File: config.mk
export PLATFORM = sky130hd
export DESIGN_NAME = mult_bus_sequencer
export DESIGN_NICKNAME = d
export VERILOG_FILES = /design/src/rtl/mult_bus_sequencer_pkg.sv /design/src/rtl/mult_bus_sequencer_arb.sv /design/src/rtl/mult_bus_sequencer.sv
export SDC_FILE = /design/constraint.sdc
export NUM_CORES = 1
export LEC_CHECK = 0
export CAP_MARGIN = 20
export CORE_MARGIN = 10
export CORE_UTILIZATION = 42
export CTS_CLUSTER_DIAMETER = 150
export DETAILED_ROUTE_END_ITERATION = 10
export GPL_ROUTABILITY_DRIVEN = 0
export MAX_ROUTING_LAYER = met4
export PLACE_DENSITY = 0.8
export SYNTH_ARGS = -nofsm -noshare
export SYNTH_HDL_FRONTEND = slang
export SYNTH_SLANG_ARGS = --single-unit
File: constraint.sdc
create_clock -name clk -period 2.65 [get_ports clk]
set_clock_uncertainty 0.2 [all_clocks]
set_input_delay 0.265 -clock clk [delete_from_list [all_inputs] [get_ports clk]]
set_output_delay 0.265 -clock clk [all_outputs]
set_load 0.01 [all_outputs]
File: src/rtl/mult_bus_sequencer_pkg.sv
// Shared types for mult_bus_sequencer: FSM states,
// peripheral register map and bus strobe helpers.
package mult_bus_sequencer_pkg;

  typedef enum logic [3:0] {
    S_IDLE,
    S_ARB,
    S_WR_A,
    S_WR_B,
    S_INIT_SET,
    S_INIT_CLR,
    S_POLL_RD,
    S_POLL_CHK,
    S_POLL_WAIT,
    S_RES_RD,
    S_RES_CAP,
    S_RESP,
    S_ABORT
  } state_t;

  localparam logic [4:0] ADDR_A      = 5'h01;
  localparam logic [4:0] ADDR_B      = 5'h02;
  localparam logic [4:0] ADDR_INIT   = 5'h04;
  localparam logic [4:0] ADDR_RESULT = 5'h08;
  localparam logic [4:0] ADDR_DONE   = 5'h10;

  typedef struct packed {
    logic        cs;
    logic        rd;
    logic        wr;
    logic [4:0]  addr;
    logic [15:0] data;
  } bus_t;

  function automatic bus_t bus_wr(
    input logic [4:0]  a,
    input logic [15:0] d
  );
    return '{cs: 1'b1, rd: 1'b0, wr: 1'b1,
             addr: a, data: d};
  endfunction

  function automatic bus_t bus_rd(
    input logic [4:0] a
  );
    return '{cs: 1'b1, rd: 1'b1, wr: 1'b0,
             addr: a, data: 16'h0000};
  endfunction

endpackage

File: src/rtl/mult_bus_sequencer_arb.sv
// Two-way round-robin arbiter: on contention the
// requester not served last wins.
module rr_arbiter2 (
  input  logic [1:0] req,
  input  logic       last,
  output logic [1:0] grant
);

  always_comb begin
    grant = 2'b00;
    unique case (req)
      2'b11:   grant = last ? 2'b01 : 2'b10;
      default: grant = req;
    endcase
  end

endmodule

File: src/rtl/mult_bus_sequencer.sv
// Sequences multiply jobs from two requesters onto a bus-mapped
// multiplier. Optional done-poll timeout: MULT_SEQ_TIMEOUT_EN.
module mult_bus_sequencer
  import mult_bus_sequencer_pkg::*;
#(
  parameter int TIMEOUT_CYCLES = 64,
  parameter int POLL_GAP       = 2
) (
  input  logic        clk,
  input  logic        rst,
  input  logic [1:0]  req,
  input  logic [15:0] op_a0,
  input  logic [15:0] op_b0,
  input  logic [15:0] op_a1,
  input  logic [15:0] op_b1,
  output logic [1:0]  gnt,
  output logic [1:0]  res_valid,
  output logic [31:0] res,
  output logic [1:0]  err,
  output logic        cs,
  output logic        rd,
  output logic        wr,
  output logic [4:0]  addr,
  output logic [15:0] d_out,
  input  logic [31:0] d_in
);

  // POLL_CHK is the first idle cycle of the gap
  localparam logic [7:0] WAIT_LAST =
    8'((POLL_GAP >= 2) ? (POLL_GAP - 2) : 0);

  state_t      state;
  state_t      state_nxt;
  logic        last;
  logic [1:0]  sel;
  logic [1:0]  grant;
  logic [15:0] a_q;
  logic [15:0] b_q;
  logic [31:0] res_q;
  logic [7:0]  wait_cnt;
  logic        timed_out;
  bus_t        bus;

  rr_arbiter2 u_arb (
    .req   (req),
    .last  (last),
    .grant (grant)
  );

  always_ff @(posedge clk) begin
    if (rst) begin
      state    <= S_IDLE;
      last     <= 1'b1;
      sel      <= 2'b00;
      gnt      <= 2'b00;
      a_q      <= '0;
      b_q      <= '0;
      res_q    <= '0;
      wait_cnt <= '0;
    end else begin
      state <= state_nxt;
      gnt   <= 2'b00;
      if (state == S_ARB && |grant) begin
        sel  <= grant;
        gnt  <= grant;
        last <= grant[1];
        a_q  <= grant[1] ? op_a1 : op_a0;
        b_q  <= grant[1] ? op_b1 : op_b0;
      end
      if (state == S_POLL_CHK)
        wait_cnt <= '0;
      else if (state == S_POLL_WAIT)
        wait_cnt <= wait_cnt + 8'd1;
      if (state == S_RES_CAP)
        res_q <= d_in;
    end
  end

`ifdef MULT_SEQ_TIMEOUT_EN
  localparam int TW = $clog2(TIMEOUT_CYCLES + 1);

  logic [TW-1:0] poll_cnt;

  always_ff @(posedge clk) begin
    if (rst)
      poll_cnt <= '0;
    else if (state == S_ARB)
      poll_cnt <= '0;
    else if (state == S_POLL_RD)
      poll_cnt <= poll_cnt + 1'b1;
  end

  assign timed_out =
    (poll_cnt == TW'(TIMEOUT_CYCLES));
  assign err = (state == S_ABORT) ? sel : 2'b00;
`else
  logic unused_timeout;

  assign unused_timeout = ^TIMEOUT_CYCLES;
  assign timed_out      = 1'b0;
  assign err            = 2'b00;
`endif

  always_comb begin
    state_nxt = state;
    bus       = '0;
    res_valid = 2'b00;
    unique case (state)
      S_IDLE:
        if (|req) state_nxt = S_ARB;
      S_ARB:
        state_nxt = (|grant) ? S_WR_A : S_IDLE;
      S_WR_A: begin
        bus       = bus_wr(ADDR_A, a_q);
        state_nxt = S_WR_B;
      end
      S_WR_B: begin
        bus       = bus_wr(ADDR_B, b_q);
        state_nxt = S_INIT_SET;
      end
      S_INIT_SET: begin
        bus       = bus_wr(ADDR_INIT, 16'h0001);
        state_nxt = S_INIT_CLR;
      end
      S_INIT_CLR: begin
        bus       = bus_wr(ADDR_INIT, 16'h0000);
        state_nxt = S_POLL_RD;
      end
      S_POLL_RD: begin
        bus       = bus_rd(ADDR_DONE);
        state_nxt = S_POLL_CHK;
      end
      S_POLL_CHK: begin
        if (d_in[0])
          state_nxt = S_RES_RD;
        else if (timed_out)
          state_nxt = S_ABORT;
        else if (POLL_GAP > 1)
          state_nxt = S_POLL_WAIT;
        else
          state_nxt = S_POLL_RD;
      end
      S_POLL_WAIT:
        if (wait_cnt == WAIT_LAST)
          state_nxt = S_POLL_RD;
      S_RES_RD: begin
        bus       = bus_rd(ADDR_RESULT);
        state_nxt = S_RES_CAP;
      end
      S_RES_CAP:
        state_nxt = S_RESP;
      S_RESP: begin
        res_valid = sel;
        state_nxt = S_IDLE;
      end
      S_ABORT: begin
        bus       = bus_wr(ADDR_INIT, 16'h0000);
        state_nxt = S_IDLE;
      end
      default:
        state_nxt = S_IDLE;
    endcase
  end

  assign {cs, rd, wr, addr, d_out} = bus;
  assign res = res_q;

endmodule
## Word-level counts from Yosys, hierarchy flattened

Index checks and enable logic that the tools add are counted.

| storage, ports and cells | value |
|---|---|
| output and inout port bits | 62 |
| word-level logic and storage cells | 45 |
| register bits | 81 |
| input bits | 100 |

| cells by class | value |
|---|---|
| equal/unequal tests | 15 |
| mux-type cells | 11 |
| reductions and logical operators | 9 |
| bitwise logic cells | 1 |
| add/sub/neg operators | 1 |

Operator list:

| kind | count |
|---|---|
| $pmux W24 S6 | 1 |
| $pmux W4 S11 | 1 |
| $mux W16 | 2 |
| $eq A4 B4 Y1 const B | 5 |
| $eq A4 B3 Y1 const B | 4 |
| $reduce_or A2 Y1 | 5 |
| $add A8 B1 Y8 const B | 1 |
| $eq A4 B2 Y1 const B | 2 |
| $logic_not A8 Y1 | 1 |
| $mux W2 | 4 |
| $mux W4 | 2 |
| $eq A4 B1 Y1 const B | 1 |
| $logic_not A4 Y1 | 1 |
| $eq A2 B2 Y1 const B | 1 |
| $ne A2 B1 Y1 const B | 1 |
| $ne A2 B2 Y1 const B | 1 |
| $reduce_and A2 Y1 | 1 |
| $logic_and A1 B1 Y1 | 1 |
| $mux W1 | 1 |
| $not A1 Y1 | 1 |

## Logic depth before layout (Yosys ltp)

Gate-level depths: netlist of the first run.

| logic depth | value |
|---|---|
| depth in word-level cells | 6 |
| gate-level depth with buffers | 6 |
| mapped depth without buffers | 5 |

## By module

Synthesis of the first run repeated with hierarchy kept, for this count alone.

| unflattened totals | value |
|---|---|
| cell total of the unflattened synthesis | 435 |
| area total of the unflattened synthesis | 3754.9 um^2 |

By module, submodules not included:

| module | times used | sequential area each (um^2) | cells each | area each (um^2) |
|---|---|---|---|---|
| mult_bus_sequencer | 1 | 1621.6 | 432 | 3736.1 |
| rr_arbiter2 | 1 | 0.0 | 3 | 18.8 |

## Worst setup path after synthesis of the first run

No wires, ideal clock.

| timing path | value |
|---|---|
| kind | reg-to-output |
| start point | register state[2] |
| end point | output port d_out[10] |
| slack | 0.621 ns |
| data arrival time | 1.564 ns |
| cell stages (with the launch flop) | 6 |
| path buffers | 2 |
| data required time | 2.185 ns |
| cell sequence | dfxtp_1 > buf_2 > nand2b_1 > nor3b_2 > clkbuf_1 > a22o_1 |

| between the ends | value |
|---|---|
| cells in the longest elaborated chain, start to end | 3 |
| elaborated cells on any way between the ends | 9 |
| those cells by class | 7 x eq/ne; 1 x mux; 1 x reduce/logical |

Ends and longest elaborated chain:

| what | line | text |
|---|---|---|
| from (decl) | mult_bus_sequencer.sv:32 | `state_t state;` |
| from (signal assigned) | mult_bus_sequencer.sv:61 | `state <= state_nxt;` |
| $eq A4 B3 Y1 / $eq A4 B4 Y1 (equally long branches) | mult_bus_sequencer.sv:108 | `unique case (state)` |
| $reduce_or A2 Y1 (no source line) | - |  |
| $pmux W24 S6 (*) | mult_bus_sequencer.sv:108 |  |
| to (decl) | mult_bus_sequencer.sv:24 | `output logic [15:0] d_out,` |

Every way passes the cells marked *; elsewhere a longest branch is shown, timed or not.

## Final worst setup path of the first run

| timing path | value |
|---|---|
| start point | register state[2] |
| end point | output port d_out[4] |

The elaborated chain is that of the path after synthesis.

==> results of run 1 <==
registers in the layout, indices dropped and copies added (netlist names):
name	flops
wait_cnt	8
state	4
b_q	16
last	1
res	32
sel	2
gnt	2
a_q	16
path summary, 6_finish.rpt:
| path | from | end | slack [ns] | cells after the start |
|---|---|---|---|---|
| setup reg to reg | state[1] | wait_cnt[6] | 0.51 | 4 |
| hold / removal | rst | sel[1] | 0.22 | 2 |
| setup / recovery | state[2] | d_out[4] | 0.08 | 5 |
| hold reg to reg | res[6] | res[6] | 0.26 | 2 |
power by group:
| group | total, mW | switching [mW] | internal, mW |
|---|---|---|---|
| combinational | 1.51 | 0.746 | 0.767 |
| clock | 1.02 | 0.464 | 0.560 |
| sequential | 1.60 | 0.162 | 1.44 |
| total | 4.13 | 1.37 | 2.76 |
metrics by stage:
step | hold slack (ns) | utilization (%)
final | 0.218 | 64.6
after global routing | 0.246 | 64.6
after CTS | 0.207 | 64.5
after detailed placement | 0.246 | 61.8
after global placement | 0.242 | 61.8
after floorplan | 0.201 | -
cells in the mapped netlist, types with 4 or more instances:
cell type / count / area share (%)
a221oi_1: 32 / 7.5
nand2_1: 67 / 6.7
a22o_1: 16 / 3.7
or3_1: 4 / 0.67
o32ai_1: 32 / 7.5
a21oi_1: 43 / 5.7
dfxtp_1: 81 / 43
inv_1: 38 / 3.8
clkbuf_1: 40 / 4.0
nor3_1: 4 / 0.53
o21ai_0: 6 / 0.80
nand2b_1: 4 / 0.67
nand3_1: 6 / 0.80
nor2_1: 4 / 0.40
repair_timing:
item                       in CTS  in global routing
gates resized for setup         3                  2
buffers inserted                0                  0
pin swaps                       0                  0
setup endpoints to repair      16                 17
logic make-up (layout without fill, tap and decap cells):
group / count (synthesis) / after routing / share of synthesized area (%)
AOI/OAI and AO/OA: 143 / 143 / 28.1
and+or+nand+nor: 119 / 119 / 17.1
buffers and inverters: 86 / 227 / 9.18
DFF: 81 / 81 / 43.3
xor gates and xnor gates: 3 / 3 / 0.702
muxes: 3 / 3 / 0.802
adders and majority gates: 2 / 2 / 0.668
other: 1 / 3 / 0.100
cell type report:
type	count	share of cell area, %
Antenna cell	1	0.0444
Clock buffer	10	2.44
Clock inverter	6	1.62
Inverter	39	2.60
Multi-Input combinational cell	272	32.0
Sequential cell	81	28.8
Tap cell	108	2.40
Timing Repair Buffer	172	30.0
layer usage:
layer / vias up / GRT usage (%) / wire length (um)
met1: 1826 / 20.7 / 4880
met4: 0 / 8.69 / 357
met5: - / - / 0
li1: 1872 / - / -
met2: 109 / 32.4 / 6620
met3: 27 / 4.51 / 649
==> run summary, run 1 <==
Status: complete, no violations
Power density over the cells: 734 mW/mm^2
Synth Warn #: 0
TritonCTS buffer count: 9
Crit. End Element: output port
RSZ-0062 raised after global routing: no
Row count: 34
Largest net degree at the start of global routing: 43
Post-synth ARST share: 0%
Worst vdd ir: 295 uV
Via count: 3,834
Nets: 677
WL/cell: 18.2 um
Sequential element share of the synthesized area: 43.3%
1st-iter DRT viols: 248
Delay of the slowest critical-path stage: 0.57 ns
Area of the multi-input gates: 0.00181 sq mm
Prevailing post-synth register cell: dfxtp_1
Die W: 114 um
# IOs: 162
Clk sink count: 81
Min Clock Period, post-route: 2.57 ns
IO buf count: 159
Buf+Inv Stages, Crit Path: 2
Final TNS setup: 0 ns
Antenna-violating nets left: 0
Most frequent cells in the layout: clkdlybuf4s50_1, dfxtp_1, nand2_1
H-tree levels: 3
CTS Hold Bufs: 0
Worst-Margin Slew: 0.716 ns
Layout cells sized above 1: 8.10%
CTS tree: yes
Relative slew slack: 52.3%
Hold crit path type: in2reg
Worst path required time: 2.18 ns
Vias in the first global route: 3,974
CP cell instances: nand2b_1, nor3b_2, buf_6, a22o_1, clkdlybuf4s50_1
Critical path's slowest cell: clkdlybuf4s50_1
Final WL: 12,500 um
Crit Path Category: reg2out
Final Cycle Share: 97.1%
Mapped Avg Cell Area: 8.55 sq um
Worst-skew pair later-pin latency: 0.35 ns
Gr ovfl total: 0
Root buffer cell: clkbuf_8
Vias per inst: 5.56
Die height: 114 um
Tot Pwr: 4.13 mW
Post-DP HPWL: 9010 um
Fillers: 739
CP Data Arrival Time: 2.11 ns
DP Area: 0.00539 sq mm
Initial Utilization: 43.0%
Pre-CTS setup slack: 0.317 ns
Drt pass-1 iters: 4
Max-cap violations: 0
Die area: 0.0131 sq mm
Finished Layout Cells: 689
Final Slew Violations: 0
Critical path's top delay family: buffers and inverters
Synthesis-stage register bit count: 81
Core area: 0.00872 sq mm
Bufs on Longest Clock Path: 2
Synth unique cells: 54
Placed Cells: 672
Setup Viol. Count Final: 0
Startpoint Class: flop
Commonest non-fill, non-tap cell in the layout: clkdlybuf4s50_1
Cell area after synthesis: 0.00375 sq mm
Design area: 0.00563 sq mm
Fmax: 0.389 GHz
Post-synth EDFFs: 0
Register area: 0.00163 sq mm
Initial antenna violation count: 0
Cells after Synth: 438
First-pass GRT wire length: 19,800 um
Setup WS post-layout: 0.0780 ns
Final Hold Vio Count: 0
Overall global routing resource usage: 19.1%
DRC violation count after routing: 0
Leak pwr: 1.96 nW
Max FO, Critical Path: 16
Layout overhead on the synthesized area: 50.4%
Reg clk slew, reported paths: 0.09 ns
(Power assumes the default switching activity.)
==> run 2: changes to the inputs <==
Settings changed: RECOVER_POWER set to 100.
==> run 2 against run 1 <==
  * Register-to-register slack got worse by 0.17 ns
  * Critical path depth did not move
  * Clock-buffer cell count did not move
  * Setup slack improved by 0.0050 ns
  * First-iteration DRC count rose by 19%
  * Maximum frequency rose by 0.20%
  * Non-clock buffer count did not move
  * Clock power barely moved
  * Final area fell by 0.73%
  * Sequential power barely moved
  * Sequential share of layout area rose by 0.21 points
  * Global-route usage did not move
==> run summary, run 2 (same netlist as run 1, synthesis figures left out) <==
H-tree levels: 3 (unchanged)
CP Data Arrival Time: 2.10 ns (was 2.11 ns)
Initial Utilization: 43.0% (unchanged)
Relative slew slack: 23.5% (was 52.3%)
Crit Path Category: reg2out (unchanged)
Root buffer cell: clkbuf_8 (unchanged)
Gr ovfl total: 0 (unchanged)
Die height: 114 um (unchanged)
Antenna-violating nets left: 0 (unchanged)
Largest net degree at the start of global routing: 43 (unchanged)
Clk sink count: 81 (unchanged)
Overall global routing resource usage: 19.1% (unchanged)
Max reg flops: 32 (unchanged)
Bufs on Longest Clock Path: 2 (unchanged)
Power density over the cells: 732 mW/mm^2 (was 734 mW/mm^2)
Via count: 3,826 (was 3,834)
Nets: 677 (unchanged)
Critical path's top delay family: buffers and inverters (unchanged)
Post-DP HPWL: 9010 um (unchanged)
N_diodes: 0 (was 1)
Reg clk slew, reported paths: 0.09 ns (about the same)
Critical path's slowest cell: clkdlybuf4s50_1 (unchanged)
# IOs: 162 (unchanged)
First-pass GRT wire length: 19,800 um (unchanged)
Delay of the slowest critical-path stage: 0.56 ns (was 0.57 ns)
WL/cell: 18.2 um (about the same)
Die W: 114 um (unchanged)
IO buf count: 159 (unchanged)
Final Slew Violations: 0 (unchanged)
Crit. End Element: output port (unchanged)
Vias per inst: 5.56 (about the same)
Tot Pwr: 4.10 mW (was 4.13 mW)
Drt pass-1 iters: 4 (unchanged)
RSZ-0062 raised after global routing: no (unchanged)
Startpoint Class: flop (unchanged)
Setup Viol. Count Final: 0 (unchanged)
Worst vdd ir: 294 uV (was 295 uV)
Fillers: 743 (was 739)
Die area: 0.0131 sq mm (unchanged)
Final Hold Vio Count: 0 (unchanged)
Worst-Margin Slew: 1.15 ns (was 0.716 ns)
DRC violation count after routing: 0 (unchanged)
Final Cycle Share: 96.9% (was 97.1%)
Most frequent cells in the layout: clkdlybuf4s50_1, dfxtp_1, nand2_1 (unchanged)
Layout overhead on the synthesized area: 49.3% (was 50.4%)
Status: complete, no violations (unchanged)
Row count: 34 (unchanged)
Hold crit path type: in2reg (unchanged)
Leak pwr: 2.07 nW (was 1.96 nW)
Initial antenna violation count: 0 (unchanged)
CTS tree: yes (unchanged)
Commonest non-fill, non-tap cell in the layout: clkdlybuf4s50_1 (unchanged)
Min Clock Period, post-route: 2.57 ns (about the same)
Vias in the first global route: 3,974 (unchanged)
Max FO, Critical Path: 16 (unchanged)
Fmax: 0.390 GHz (was 0.389 GHz)
Layout cells sized above 1: 7.41% (was 8.10%)
Area of the multi-input gates: 0.00177 sq mm (was 0.00181 sq mm)
Final WL: 12,500 um (about the same)
Register area: 0.00163 sq mm (unchanged)
CP cell instances: nand2b_1, nor3b_2, buf_6, a22o_1, clkdlybuf4s50_1 (unchanged)
Worst-skew pair later-pin latency: 0.35 ns (about the same)
1st-iter DRT viols: 294 (was 248)
CTS Hold Bufs: 0 (unchanged)
TritonCTS buffer count: 9 (unchanged)
Worst path required time: 2.18 ns (about the same)
Buf+Inv Stages, Crit Path: 2 (unchanged)
Max-cap violations: 0 (unchanged)
Core area: 0.00872 sq mm (unchanged)
Final TNS setup: 0 ns (unchanged)
run 2: area by class of cell:
class | count | area share [%]
Clock buffer | 10 | 2.46
Clock inverter | 6 | 1.63
Inverter | 39 | 2.62
Multi-Input combinational cell | 272 | 31.7
Sequential cell | 81 | 29.1
Tap cell | 108 | 2.42
Timing Repair Buffer | 172 | 30.1
run 2: what timing repair did:
action | CTS | global route
endpoints found under the setup margin | 16 | 17
pin swaps | 0 | 0
buffers inserted | 0 | 0
gates resized for setup | 3 | 2
run 2: worst reg2reg max path, cell delays in order, from the launching register on:
cell and delay (ns):
dfxtp_1 0.35, buf_4 0.20, or4b_1 0.76, or4_1 0.56, a21oi_1 0.16
run 2: routing by layer:
metal | track usage (%) | wire [um] | up-vias
met4 | 8.69 | 380 | 0
met5 | - | 0 | -
met2 | 32.4 | 6560 | 106
met1 | 20.7 | 4910 | 1817
met3 | 4.51 | 653 | 29
li1 | - | - | 1874
run 2: path summary, 6_finish.rpt:
kind | start | to | slack (ns) | cells past startpoint
hold / removal | rst | sel[1] | 0.23 | 2
setup / recovery | state[2] | d_out[4] | 0.08 | 5
setup reg to reg | state[1] | wait_cnt[6] | 0.34 | 4
hold reg to reg | res[6] | res[6] | 0.25 | 2
run 2: where the power goes:
| part | switching [mW] | internal (mW) | leakage, nW |
|---|---|---|---|
| Clock | 0.470 | 0.560 | 0.116 |
| Sequential | 0.160 | 1.44 | 0.659 |
| Combinational | 0.733 | 0.737 | 1.30 |
run 2: per-stage QoR:
step	setup slack (ns)	instance area (sq um)	util (%)	hold WS, ns	std cells
4_1_cts	0.0207	5630	64.5	0.207	688
3_3_place_gp	0.405	5390	61.8	0.242	672
6_report	0.0830	5590	64.1	0.228	688
3_5_place_dp	0.317	5390	61.8	0.246	672
2_1_floorplan	0.621	3750	-	0.201	439
5_1_grt	0.0101	5590	64.1	0.246	688
==> variant (flow settings as in run 1) <==
Add a define of `MULT_SEQ_TIMEOUT_EN`.
--- a/src/rtl/mult_bus_sequencer.sv
+++ b/src/rtl/mult_bus_sequencer.sv
@@ -1,4 +1,6 @@
 // Sequences multiply jobs from two requesters onto a bus-mapped
 // multiplier. Optional done-poll timeout: MULT_SEQ_TIMEOUT_EN.
+`define MULT_SEQ_TIMEOUT_EN
+
 module mult_bus_sequencer
   import mult_bus_sequencer_pkg::*;
Check against the original RTL: no difference found for any inputs over 10 cycles, from zero or initial values and one cycle with rst high; that may be too few to reach the edited logic, so the function may still have changed.
==> variant against run 1 <==
- sequential share of layout area rose by 0.081 points
- cell area rose by 8.2%
- setup slack improved by 0.060 ns
- routed wire length rose by 1.7%
- count of clock-buffer cells in the layout did not move
- worst hold slack got worse by 0.053 ns
- critical path depth did not move
- area after synthesis rose by 9.3%
- sequential cell count rose by 7
Power is not compared: it rests on default switching activity, and its combinational part moved more than twofold at a synthesized area within 25%.
==> variant: results (changes against run 1) <==
netlist_area_mm2: 0.004095  # was 0.003746 mm²
port_buffers: 161  # was 159
ys_types: 51  # was 54
cp_slowest_cell: "clkdlybuf4s50_1"  # unchanged
root_buffer: "clkbuf_8"  # unchanged
synthTopCellsByArea: "dfxtp_1 (43%), a21oi_1 (10%), mux2i_1 (8.1%)"  # was dfxtp_1 (43%), a221oi_1 (7.5%), o32ai_1 (7.5%)
path_max_fanout: 22  # was 16
p_clk_uw: 1080
ys.flop_type: "dfxtp_1"  # unchanged
synth_mux_area_share_pct: 8.616  # was 0.8016%
fin_cells: 753  # was 689
arrival_ns: 2.05  # was 2.11 ns
synth-xor-area-share_pct: 0.4277  # was 0.7014%
cts_buffers: 9  # unchanged
worstHoldStart: "rst"  # unchanged
cts.clk_slew.worst_paths_ns: 0.09  # about the same
synthAdderAreaFrac_pct: 1.222  # was 0.6680%
slew_headroom_pct: 65.31  # was 52.28%
post_cts_buffers: 0  # unchanged
place_area_mm2: 0.005818  # was 0.005393 mm²
grt_max_degree: 44  # was 43
async_flop_share_pct: 0  # unchanged
syn-instance-count: 475  # was 438
p_clk_share_pct: 34.3
vias: 4088  # was 3,834
ys_warn_count: 0  # unchanged
cp-startpoint: "state[1]"  # was state[2]
ir_worst_vdd_uv: 225.1
track_usage_pct: 18.41  # was 19.09%
grt_pass1_wl_um: 21160  # was 19,820 µm
hpwl_um: 9803  # was 9015 µm
crit_family: "buffers and inverters"  # unchanged
outcome: "complete, no violations"  # unchanged
slowest_delay_ns: 0.56
dp.cells: 738  # was 672
clk_path_buf_depth: 2  # unchanged
pre_cts_ws_ns: 0.3597  # was 0.3168 ns
drtPass1Iterations: 5  # was 4
synth_fp_nets: 579
final_nets: 724  # was 677
p_leak_uw: 0.002076
post_drt_wl_per_cell_um: 16.90  # was 18.16 µm
synth_common_cells: "dfxtp_1 (88), a21oi_1 (82), nand2_1 (80)"  # was dfxtp_1 (81), nand2_1 (67), a21oi_1 (43)
ctsResizeCount: 1  # was 3
antenna_found_initial: 0  # unchanged
h-tree-depth: 3  # unchanged
num_antenna_cells: 0  # was 1
synth-compound-area-share_pct: 23.98  # was 28.12%
grt_pass1_vias: 4197  # was 3,974
drive_gt1_share_pct: 7.051  # was 8.103%
clk_latency_ns: 0.35  # about the same
r2r-start: "state[0]"  # was state[1]
drt_iter0_markers: 180  # was 248
seq_area_frac_synth_pct: 43.02  # was 43.29%
## variant: changes by cell type after synthesis, sizes merged, moves of 4 or more
cell	run 1	this run
a2111oi	0	4
a211oi	1	32
a21oi	43	82
a221oi	32	0
buf	7	22
clkbuf	40	21
dfxtp	81	88
inv	38	12
mux2i	3	33
nand2	67	80
o31ai	2	8
o32ai	32	0
## variant: routing by layer
metal	part of all wire [%]	vias to the layer above	global-route usage [%]
met5	0	-	-
met4	1.2	0	5.191
met3	7.2	15	6.140
met2	47	161	29.60
met1	45	1901	21.42
li1	-	2011	-
## variant: final cells by class
class,count,area (µm²)
clock buffers,10,127.6
clock inverters,5,106.4
fillers,826,3273
inverters,12,45.04
multi-input cells,332,2136
flip-flops and latches,88,1764
well taps,129,161.4
repair buffers,177,1758
## variant: path summary, 6_finish.rpt
path / to / slack (ns) / cells after the start
max reg2reg: wait_cnt[7] / 0.44 / 4
min reg2reg: res[12] / 0.26 / 2
min: gnt[1] / 0.17 / 2
max: d_out[8] / 0.14 / 5
